[src/rtl/uart_bus_bridge_pkg.sv]
// Shared definitions for the UART-to-UIBI bridge: FSM states, CMD byte fields,
// response codes and bus_mode encodings.
package uart_bus_bridge_pkg;

    // Bridge FSM states
    localparam logic [2:0] StCmd  = 3'd0;
    localparam logic [2:0] StAddr = 3'd1;
    localparam logic [2:0] StData = 3'd2;
    localparam logic [2:0] StBus  = 3'd3;
    localparam logic [2:0] StResp = 3'd4;

    // CMD byte: [7] write enable, [6:2] reserved zero, [1:0] transfer size
    localparam int unsigned CmdWenBit = 7;

    localparam logic [7:0] AckByte = 8'hAC;
    localparam logic [7:0] NakByte = 8'hEE;

    localparam logic [1:0] ModeByte = 2'b00;
    localparam logic [1:0] ModeHalf = 2'b01;
    localparam logic [1:0] ModeWord = 2'b10;

    function automatic logic cmd_is_legal(input logic [7:0] cmd);
        return (cmd[6:2] == 5'b00000) &&
               ((cmd[1:0] == ModeByte) || (cmd[1:0] == ModeHalf) || (cmd[1:0] == ModeWord));
    endfunction

endpackage

[src/rtl/uart_byte_rx.sv]
// 8N1 byte receiver: two-flop synchroniser, falling-edge start detection with
// half-bit glitch rejection, mid-bit sampling (LSB first) and stop-bit check.
module uart_byte_rx #(
    parameter int unsigned BaudClockNr = 16
) (
    input  logic       i_clk,
    input  logic       i_rst,
    input  logic       i_rx_line,
    output logic [7:0] o_rx_byte,
    output logic       o_rx_valid,
    output logic       o_rx_active
);

    localparam logic [1:0] RxIdle  = 2'd0;
    localparam logic [1:0] RxStart = 2'd1;
    localparam logic [1:0] RxData  = 2'd2;
    localparam logic [1:0] RxStop  = 2'd3;

    localparam logic [15:0] HalfLast = 16'(BaudClockNr / 2 - 1);
    localparam logic [15:0] BitLast  = 16'(BaudClockNr - 1);

    logic [1:0]  r_sync;
    logic        r_last;
    logic [1:0]  r_state;
    logic [15:0] r_cnt;
    logic [2:0]  r_bit;
    logic [7:0]  r_shift;
    logic        r_valid;
    logic        w_rx;

    assign w_rx        = r_sync[1];
    assign o_rx_byte   = r_shift;
    assign o_rx_valid  = r_valid;
    assign o_rx_active = (r_state != RxIdle);

    // Synchronise the asynchronous line and keep one more sample for edge detection
    always_ff @(posedge i_clk) begin
        if (i_rst) begin
            r_sync <= 2'b11;
            r_last <= 1'b1;
        end else begin
            r_sync <= {r_sync[0], i_rx_line};
            r_last <= w_rx;
        end
    end

    // Byte framing: validate start at half bit, then sample each bit at its centre
    always_ff @(posedge i_clk) begin
        if (i_rst) begin
            r_state <= RxIdle;
            r_cnt   <= 16'd0;
            r_bit   <= 3'd0;
            r_shift <= 8'h00;
            r_valid <= 1'b0;
        end else begin
            r_valid <= 1'b0;
            case (r_state)
                RxIdle: begin
                    if (r_last && !w_rx) begin
                        r_state <= RxStart;
                        r_cnt   <= 16'd0;
                    end
                end
                RxStart: begin
                    if (r_cnt == HalfLast) begin
                        r_cnt   <= 16'd0;
                        r_bit   <= 3'd0;
                        // A high line at mid-start was only a glitch
                        r_state <= w_rx ? RxIdle : RxData;
                    end else begin
                        r_cnt <= r_cnt + 16'd1;
                    end
                end
                RxData: begin
                    if (r_cnt == BitLast) begin
                        r_cnt   <= 16'd0;
                        r_shift <= {w_rx, r_shift[7:1]};
                        r_bit   <= r_bit + 3'd1;
                        if (r_bit == 3'd7) begin
                            r_state <= RxStop;
                        end
                    end else begin
                        r_cnt <= r_cnt + 16'd1;
                    end
                end
                RxStop: begin
                    if (r_cnt == BitLast) begin
                        r_valid <= w_rx;
                        r_state <= RxIdle;
                    end else begin
                        r_cnt <= r_cnt + 16'd1;
                    end
                end
                default: r_state <= RxIdle;
            endcase
        end
    end

endmodule

[src/rtl/uart_bus_bridge.sv]
// UART-to-UIBI bridge: parses CMD/ADDR/DATA frames from the serial line, runs
// one bus transfer per frame and answers with read data, ACK or NAK.
// Optional build macro UART_BRIDGE_TIMEOUT_EN drops partial frames after an
// idle period; without it a partial frame waits until rst.
module uart_bus_bridge
    import uart_bus_bridge_pkg::*;
#(
    parameter int unsigned ClockFreq   = 100000000,
    parameter int unsigned BaudRate    = 115200,
    parameter int unsigned BaudClockNr = ClockFreq / BaudRate
) (
    input  logic        i_clk,
    input  logic        i_rst,
    input  logic        i_rx_line,
    output logic        o_tx_line,
    output logic        o_bus_req,
    output logic        o_bus_wen,
    output logic [1:0]  o_bus_mode,
    output logic [31:0] o_bus_addr,
    output logic [31:0] o_bus_dat_o,
    input  logic [31:0] i_bus_dat_i,
    input  logic        i_bus_ready,
    output logic        o_busy
);

    localparam logic [15:0] BitLast = 16'(BaudClockNr - 1);

    logic [2:0]  r_state;
    logic        r_bus_req;
    logic        r_wen;
    logic [1:0]  r_mode;
    logic [31:0] r_addr;
    logic [31:0] r_dat;
    logic [1:0]  r_byte_cnt;
    logic [1:0]  r_resp_left;
    logic [23:0] r_resp_data;
    logic        r_tx_line;
    logic [8:0]  r_tx_frame;
    logic [3:0]  r_tx_bit;
    logic [15:0] r_tx_cnt;

    logic [7:0]  w_rx_byte;
    logic        w_rx_valid;
    logic        w_rx_active;
    logic        w_timeout;
    logic        w_tx_done;
    logic        w_tx_load;
    logic [7:0]  w_tx_byte;

    uart_byte_rx #(
        .BaudClockNr (BaudClockNr)
    ) u_rx (
        .i_clk       (i_clk),
        .i_rst       (i_rst),
        .i_rx_line   (i_rx_line),
        .o_rx_byte   (w_rx_byte),
        .o_rx_valid  (w_rx_valid),
        .o_rx_active (w_rx_active)
    );

`ifdef UART_BRIDGE_TIMEOUT_EN
    localparam logic [31:0] TimeoutNr = 32'(10 * BaudClockNr * 4);
    logic [31:0] r_to_cnt;

    // Idle timer for partial frames; restarts on every received byte
    always_ff @(posedge i_clk) begin
        if (i_rst || w_rx_valid || !((r_state == StAddr) || (r_state == StData))) begin
            r_to_cnt <= 32'd0;
        end else begin
            r_to_cnt <= r_to_cnt + 32'd1;
        end
    end
    assign w_timeout = (r_to_cnt == TimeoutNr);
`else
    assign w_timeout = 1'b0;
`endif

    // Decide when a response byte starts and which byte it is
    always_comb begin
        w_tx_done = (r_state == StResp) && (r_tx_cnt == BitLast) && (r_tx_bit == 4'd9);
        w_tx_load = 1'b0;
        w_tx_byte = r_resp_data[7:0];
        if ((r_state == StCmd) && w_rx_valid && !cmd_is_legal(w_rx_byte)) begin
            w_tx_load = 1'b1;
            w_tx_byte = NakByte;
        end else if ((r_state == StBus) && i_bus_ready) begin
            w_tx_load = 1'b1;
            w_tx_byte = r_wen ? AckByte : i_bus_dat_i[7:0];
        end else if (w_tx_done && (r_resp_left != 2'd0)) begin
            w_tx_load = 1'b1;
        end
    end

    // Bridge FSM: frame parsing, bus transfer and response sequencing
    always_ff @(posedge i_clk) begin
        if (i_rst) begin
            r_state     <= StCmd;
            r_bus_req   <= 1'b0;
            r_wen       <= 1'b0;
            r_mode      <= 2'b00;
            r_addr      <= 32'h0;
            r_dat       <= 32'h0;
            r_byte_cnt  <= 2'd0;
            r_resp_left <= 2'd0;
            r_resp_data <= 24'h0;
        end else begin
            case (r_state)
                StCmd: begin
                    if (w_rx_valid) begin
                        if (cmd_is_legal(w_rx_byte)) begin
                            r_wen      <= w_rx_byte[CmdWenBit];
                            r_mode     <= w_rx_byte[1:0];
                            r_byte_cnt <= 2'd0;
                            r_state    <= StAddr;
                        end else begin
                            r_resp_left <= 2'd0;
                            r_state     <= StResp;
                        end
                    end
                end
                StAddr: begin
                    if (w_timeout) begin
                        r_state <= StCmd;
                    end else if (w_rx_valid) begin
                        r_addr     <= {w_rx_byte, r_addr[31:8]};
                        r_byte_cnt <= r_byte_cnt + 2'd1;
                        if (r_byte_cnt == 2'd3) begin
                            if (r_wen) begin
                                r_state <= StData;
                            end else begin
                                r_state   <= StBus;
                                r_bus_req <= 1'b1;
                            end
                        end
                    end
                end
                StData: begin
                    if (w_timeout) begin
                        r_state <= StCmd;
                    end else if (w_rx_valid) begin
                        r_dat      <= {w_rx_byte, r_dat[31:8]};
                        r_byte_cnt <= r_byte_cnt + 2'd1;
                        if (r_byte_cnt == 2'd3) begin
                            r_state   <= StBus;
                            r_bus_req <= 1'b1;
                        end
                    end
                end
                StBus: begin
                    if (i_bus_ready) begin
                        r_bus_req   <= 1'b0;
                        r_resp_data <= i_bus_dat_i[31:8];
                        r_resp_left <= r_wen ? 2'd0 : 2'd3;
                        r_state     <= StResp;
                    end
                end
                StResp: begin
                    if (w_tx_done) begin
                        if (r_resp_left == 2'd0) begin
                            r_state <= StCmd;
                        end else begin
                            r_resp_left <= r_resp_left - 2'd1;
                            r_resp_data <= {8'h00, r_resp_data[23:8]};
                        end
                    end
                end
                default: r_state <= StCmd;
            endcase
        end
    end

    // TX shifter: r_tx_bit 0 = start, 1..8 = data, 9 = stop; next byte loads with no gap
    always_ff @(posedge i_clk) begin
        if (i_rst) begin
            r_tx_line  <= 1'b1;
            r_tx_frame <= 9'h1FF;
            r_tx_bit   <= 4'd0;
            r_tx_cnt   <= 16'd0;
        end else if (w_tx_load) begin
            r_tx_line  <= 1'b0;
            r_tx_frame <= {1'b1, w_tx_byte};
            r_tx_bit   <= 4'd0;
            r_tx_cnt   <= 16'd0;
        end else if (r_state == StResp) begin
            if (r_tx_cnt == BitLast) begin
                r_tx_cnt <= 16'd0;
                if (r_tx_bit != 4'd9) begin
                    r_tx_line  <= r_tx_frame[0];
                    r_tx_frame <= {1'b1, r_tx_frame[8:1]};
                    r_tx_bit   <= r_tx_bit + 4'd1;
                end
            end else begin
                r_tx_cnt <= r_tx_cnt + 16'd1;
            end
        end
    end

    assign o_tx_line   = r_tx_line;
    assign o_bus_req   = r_bus_req;
    assign o_bus_wen   = r_wen;
    assign o_bus_mode  = r_mode;
    assign o_bus_addr  = r_addr;
    assign o_bus_dat_o = r_dat;
    assign o_busy      = (r_state != StCmd) || w_rx_active;

endmodule

[config.mk]
export PLATFORM = sky130hd
export DESIGN_NAME = uart_bus_bridge
export DESIGN_NICKNAME = d
export VERILOG_FILES = /design/src/rtl/uart_bus_bridge_pkg.sv /design/src/rtl/uart_byte_rx.sv /design/src/rtl/uart_bus_bridge.sv
export SDC_FILE = /design/constraint.sdc
export NUM_CORES = 1
export LEC_CHECK = 0
export BUFFER_PORTS_ARGS = -buffer_cell sky130_fd_sc_hd__buf_2
export CELL_PAD_IN_SITES_DETAIL_PLACEMENT = 1
export CELL_PAD_IN_SITES_GLOBAL_PLACEMENT = 1
export CORE_MARGIN = 2
export CORE_UTILIZATION = 45
export DETAILED_ROUTE_END_ITERATION = 12
export GPL_ROUTABILITY_DRIVEN = 0
export PLACE_DENSITY_LB_ADDON = 0.1
export SLEW_MARGIN = 20
export SYNTH_ARGS = -nofsm -noshare
export SYNTH_HDL_FRONTEND = slang
export SYNTH_SLANG_ARGS = --single-unit
[constraint.sdc]
create_clock -name i_clk -period 3.48 [get_ports i_clk]
set_input_delay 0.696 -clock i_clk [delete_from_list [all_inputs] [get_ports i_clk]]
set_output_delay 0.696 -clock i_clk [all_outputs]
set_load 0.1 [all_outputs]
==> out/qor.txt, run 1 <==
run status: complete, no violations
clock latency on the worst-skew pair: 0.43 ns
Die H: 127.6 um
wire length per cell: 17.00 um
area grow syn2layout: 18.21%
Hold Fails Final Rpt: 0
pin count of the biggest net entering global routing: 74
area of the mapped netlist: 0.006872 mm^2
Inserted Clock Buffers: 17
Global Route Usage Sum: 23.89%
Post-synth EDFFs: 0
I/O Buffers: 105
root buf cell: clkbuf_16
Final Cycle Share: 77.48%
Yosys reg bits: 161
drt pass-1 iters: 4
I/O Pins: 106
row cnt: 45
Setup-failing EPs final: 0
fin. max-slew vios: 0
Worst-Margin Slew: 0.9644 ns
CTS Hold Bufs: 0
Synthesis Warnings: 0
DRC: 0
initial drt markers: 326
first-pass GRT wire length: 31410 um
leakage power: 3.034 nW
Initial Util: 45.71%
Final min period: 2.696 ns
HP Class: flop to flop
ys flop type: dfxtp_1
TritonCTS clock tree: yes
GR Overflow Total: 0
DRT antenna net count: 0
initial antenna violation count: 1
vias in the first global route: 6392
Cell variety after synth: 62
Mean Syn Cell Area: 8.142 um^2
WP data arrival: 3.00 ns
DPL Wire Length: 12900 um
clk slew on worst S/H paths: 0.06 ns
Max Freq: 370.9 MHz
# fillers: 1833
Setup TNS: 0 ns
Largest stage delay, worst path: 0.61 ns
slowest stage cell on the critical path: dfxtp_1
WS Path Type: flop to flop
Max Cap Viol: 0
# resized after CTS: 0
worst r2r src: r_state[2]
crit-path max FO: 24
Final Skew: 0.006938 ns
Die Area: 0.01627 mm^2
routed via count: 6184
Worst VDD drop: 0.0003562 V
Post-Syn Instances: 844
Crit. End Element: flop
CP startpoint: r_state[2]
Routed WL: 19130 um
sequential share of the synthesized area: 46.90%
PD cells: 487.8 mW/mm^2
share of flip-flops with an asynchronous set or reset: 0%
RSZ-0062 raised after global routing: false
final core occ: 54.03%
Mapped Nets: 894
Vias/cell: 5.497
Core ar.: 0.01503 mm^2
nets@finish: 973
HP Start: u_rx.r_sync[0]
share of layout cells above drive strength 1: 16.99%
Critical Path RT: 3.79 ns
clock sink count: 161
Slew headroom: 35.55%
CTS Buffer Depth: 2
crit path cell chain: nor3b_2 > buf_4 > and2_0 > and3_1 > nor2_1 > a2111oi_0
Die Width: 127.6 um
CTS H-Tree Depth: 4
Post-CTS Setup Inserts: 0
critical path launch point type: flop
==> metal layers <==
layer / share of wire (%) / global-route usage (%) / vias up
li1: - / - / 3057
met1: 44 / 29.36 / 3003
met2: 51 / 41.99 / 100
met3: 3.1 / 4.188 / 24
met4: 1.8 / 8.662 / 0
met5: 0 / 0 / -
==> worst max-delay path, delay by kind of cell (launching register included) <==
kind                   cells  cell delay [ns]
flip-flops                 1             0.61
AND/OR/NAND/NOR            4             1.29
AO/OA/AOI/OAI              1             0.37
buffers and inverters      1             0.29
==> worst paths after layout <==
path                                       end  slack (ns)  depth (start not counted)
worst max-delay path               r_tx_bit[1]        0.78                          6
worst min-delay path            u_rx.r_sync[1]        0.42                          1
worst max register to register     r_tx_bit[1]        0.78                          6
worst min register to register  u_rx.r_sync[1]        0.42                          1
==> cell usage in the layout, fill, tap and decap left out, drive strengths merged, types with 9 or more instances in the layout <==
| cell type | count |
|---|---|
| a21oi | 96 |
| a311oi | 18 |
| and3 | 9 |
| buf | 115 |
| clkbuf | 20 |
| dfxtp | 161 |
| ha | 14 |
| inv | 17 |
| mux2i | 14 |
| nand2 | 210 |
| nand3 | 36 |
| nor2 | 68 |
| nor3 | 13 |
| o21ai | 13 |
| xnor2 | 19 |
| xor2 | 10 |
==> flip-flops by register name (all words and copies together) (netlist names), named ones only <==
signal,count
u_rx.r_cnt,16
o_bus_req,1
u_rx.r_bit,3
o_bus_wen,1
r_byte_cnt,2
r_resp_data,24
o_bus_addr,32
r_tx_bit,4
u_rx.r_state,1
r_tx_cnt,16
u_rx.o_rx_byte,8
r_state,3
u_rx.r_last,1
u_rx.r_sync,2
o_bus_mode,2
r_tx_frame,8
u_rx.o_rx_valid,1
o_tx_line,1
r_resp_left,2
o_bus_dat_o,32
==> where the power goes <==
group	leakage, nW	internal, W	switching (W)
registers	1.30	0.00185	0.00000411
logic	1.44	0.0000431	0.0000955
clock network	0.296	0.00121	0.000766
==> cell families after synthesis <==
| group | synth area share (%) |
|---|---|
| compound gates | 15.08 |
| mux | 2.039 |
| simple gates | 25.86 |
| fa+ha+maj | 2.549 |
| buf+inv | 3.878 |
| xor+xnor | 3.696 |
| flops | 46.90 |
==> cell usage after synthesis, drive strengths merged, types with 3 or more instances <==
| library cell | count | area (um^2) |
|---|---|---|
| nor3b | 4 | 30.03 |
| nand3 | 36 | 180.2 |
| a21boi | 3 | 22.52 |
| a2111oi | 3 | 26.28 |
| nand2b | 3 | 18.77 |
| o211ai | 6 | 45.04 |
| xor2 | 10 | 87.58 |
| or3 | 3 | 18.77 |
| ha | 14 | 175.2 |
| nor2 | 68 | 255.2 |
| and2 | 3 | 18.77 |
| nand4 | 7 | 43.79 |
| a21oi | 96 | 480.5 |
| o21ai | 13 | 65.06 |
| o32a | 3 | 30.03 |
| a211oi | 7 | 52.55 |
| mux2i | 14 | 140.1 |
| inv | 13 | 48.80 |
| nand3b | 5 | 37.54 |
| a311oi | 18 | 157.7 |
| or2 | 7 | 43.79 |
| and3 | 9 | 56.30 |
| xnor2 | 19 | 166.4 |
| a22oi | 3 | 27.52 |
| nand2 | 210 | 788.3 |
| nor3 | 13 | 65.06 |
| nor4b | 3 | 26.28 |
| or4 | 5 | 45.04 |
| nor4 | 5 | 46.29 |
| buf | 8 | 40.04 |
| clkbuf | 47 | 177.7 |
| dfxtp | 161 | 3223 |
==> stage by stage <==
step	cell area [um^2]	power, W	hold slack, ns	instances	worst slack, ns
2_1_floorplan	6872	0.001981	0.3895	844	1.195
3_3_place_gp	7503	0.002025	0.3992	1092	0.9349
3_5_place_dp	7503	0.002029	0.3999	1092	0.7838
4_1_cts	8120	0.003986	0.4229	1124	0.7780
5_1_grt	8123	0.004087	0.4542	1125	0.4903
6_report	8123	0.003962	0.4183	1125	0.7836
==> area by class of cell <==
cell class | instances | area [um^2] | area share, %
Clock buffer | 20 | 436.7 | 5.376
Multi-Input combinational cell | 615 | 3393 | 41.77
Tap cell | 188 | 235.2 | 2.896
Antenna cell | 1 | 2.502 | 0.03081
Clock inverter | 12 | 180.2 | 2.218
Sequential cell | 161 | 3223 | 39.68
Inverter | 13 | 48.80 | 0.6007
Timing Repair Buffer | 115 | 603.1 | 7.425
(Power assumes the default switching activity.)
==> run 2, diff against run 1 <==
- CORE_UTILIZATION: 45 -> 42
- clock period: 3.48 -> 2.5 ns (I/O delays scaled with it)
==> run 2 against run 1 <==
Cell count is 4.0% higher. Sequential share of layout area fell by 0.94 points. Routed wire length increased by 0.62%. Via count up 1.8%. Utilization down 1.8 points. Clock power is 37% higher. Combinational power grew 45%. Register-to-register slack got worse by 0.65 ns. Cell area is 2.5% higher. Worst hold slack worse by 0.15 ns.
==> out/qor.txt, run 2 (synthesis results as in run 1) <==
WL met2: 10040 um
wire length per cell: 16.45 um
initial antenna violation count: 0
clock latency on the worst-skew pair: 0.43 ns
Die Width: 131.9 um
drt pass-1 iters: 4
routed via count: 6295
CTS Hold Bufs: 0
CP top delay family: simple AND/OR/NAND/NOR gates
Post-DP Area: 0.007711 mm^2
row cnt: 46
M1 wire length: 8367 um
Initial Util: 43.10%
Worst VDD drop: 0.0004516 V
Max Freq: 423.0 MHz
PD cells: 657.0 mW/mm^2
area grow syn2layout: 21.12%
WP data arrival: 2.68 ns
root buf cell: clkbuf_16
TritonCTS clock tree: yes
Largest stage delay, worst path: 0.52 ns
hold slack: 0.2683 ns
crit-path max FO: 11
CP startpoint: r_tx_cnt[13]
Final Cycle Share: 94.56%
diode count: 0
crit path to: r_tx_bit[1]
vias in the first global route: 6513
clk slew on worst S/H paths: 0.07 ns
most common cell after layout, fill and taps aside: nand2_1
GR Overflow Total: 0
Reg area: 0.003224 mm^2
clock sink count: 161
Core ar.: 0.01594 mm^2
Die H: 131.9 um
run status: complete, no violations
Final Skew: 0.01007 ns
crit path cell chain: or4_1 > nor4_1 > buf_4 > and3_1 > buf_4 > nor2_1 > a2111oi_1
R2R Setup Slk: 0.14 ns
# fillers: 1983
I/O Pins: 106
Final min period: 2.364 ns
routed wl met3: 671 um
fin. max-slew vios: 0
Setup TNS: 0 ns
DPL Wire Length: 13170 um
share of layout cells above drive strength 1: 18.97%
Routed WL: 19250 um
Slew headroom: 44.04%
Crit. End Element: flop
worst r2r src: r_tx_cnt[13]
Max Cap Viol: 0
Setup-failing EPs final: 0
post-route design area: 0.008323 mm^2
I/O Buffers: 105
commonest cells after routing, fill and taps aside: nand2_1 (210), dfxtp_1 (160), buf_2 (104), a21oi_1 (96), nor2_1 (68)
Die Area: 0.01740 mm^2
first-pass GRT wire length: 32440 um
HP Class: input pin to flop
Vias/cell: 5.380
pin count of the biggest net entering global routing: 75
CTS H-Tree Depth: 4
CP Buf/Inv Count: 2
max layer used: met4
RSZ-0062 raised after global routing: false
CTS Buffer Depth: 2
final core occ: 52.21%
worst r2r path cells: 7
DRC: 0
Hold Fails Final Rpt: 0
Critical Path RT: 2.82 ns
Worst-Margin Slew: 0.8285 ns
initial drt markers: 284
nets@finish: 991
leakage power: 3.134 nW
cell repeated most along the worst path: buf_4
DRT antenna net count: 0
Global Route Usage Sum: 22.63%
Reg-to-Reg End: r_tx_bit[1]
Crit path depth: 7
slowest stage cell on the critical path: or4_1
Multi-input gate area: 0.003395 mm^2
critical path launch point type: flop
Inserted Clock Buffers: 17
WS Path Type: flop to flop
-- run 2: worst min path at each step --
stage | slack (ns) | endpoint | start | cells past startpoint
floorplan | 0.39 | u_rx.r_sync[1] | u_rx.r_sync[0] | 1
global placement | 0.40 | u_rx.r_sync[1] | u_rx.r_sync[0] | 1
detailed placement | 0.44 | u_rx.r_sync[1] | u_rx.r_sync[0] | 1
CTS | 0.26 | u_rx.r_sync[0] | i_rx_line | 2
global route | 0.26 | u_rx.r_sync[0] | i_rx_line | 2
finish | 0.27 | u_rx.r_sync[0] | i_rx_line | 2
-- run 2: timing repair --
action                                  4_1_cts  5_1_grt
setup buffers                                 0        0
endpoints found under the setup margin        0        3
gates resized for setup                       0        2
-- run 2: layout make-up --
| cell class | count | share of cell area [%] |
|---|---|---|
| well taps | 216 | 3.247 |
| repair buffers | 133 | 9.321 |
| inverters | 13 | 0.5863 |
| clock inverters | 14 | 2.044 |
| flip-flops and latches | 161 | 38.74 |
| multi-input cells | 615 | 40.78 |
| clock buffers | 18 | 5.277 |
-- run 2: stage by stage --
| step | total power, W | cells | setup slack (ns) |
|---|---|---|---|
| 2_1_floorplan | 0.002757 | 844 | 0.2925 |
| 3_3_place_gp | 0.002825 | 1138 | 0.2072 |
| 3_5_place_dp | 0.002831 | 1138 | 0.1032 |
| 4_1_cts | 0.005521 | 1170 | 0.08066 |
| 5_1_grt | 0.005659 | 1170 | 0.008668 |
| 6_report | 0.005468 | 1170 | 0.1360 |
-- run 2: metal layers --
metal  global-route usage, %  vias to the layer above
li1                        -                     3096
met1                   27.25                     3073
met2                   40.39                      110
met3                   5.152                       16
met4                   6.341                        0
met5                       0                        -
-- run 2: worst reg2reg max path: stages (launching register included) --
cell and delay (ns):
dfxtp_1 0.35, or4_1 0.52, nor4_1 0.34, buf_4 0.24
and3_1 0.25, buf_4 0.15, nor2_1 0.04, a2111oi_1 0.35
-- run 2: power breakdown --
part | internal [W] | switching [W] | total (W)
logic | 0.0000659 | 0.000135 | 0.000201
clock network | 0.00153 | 0.00116 | 0.00269
registers | 0.00257 | 0.00000589 | 0.00257
total | 0.00417 | 0.00130 | 0.00547
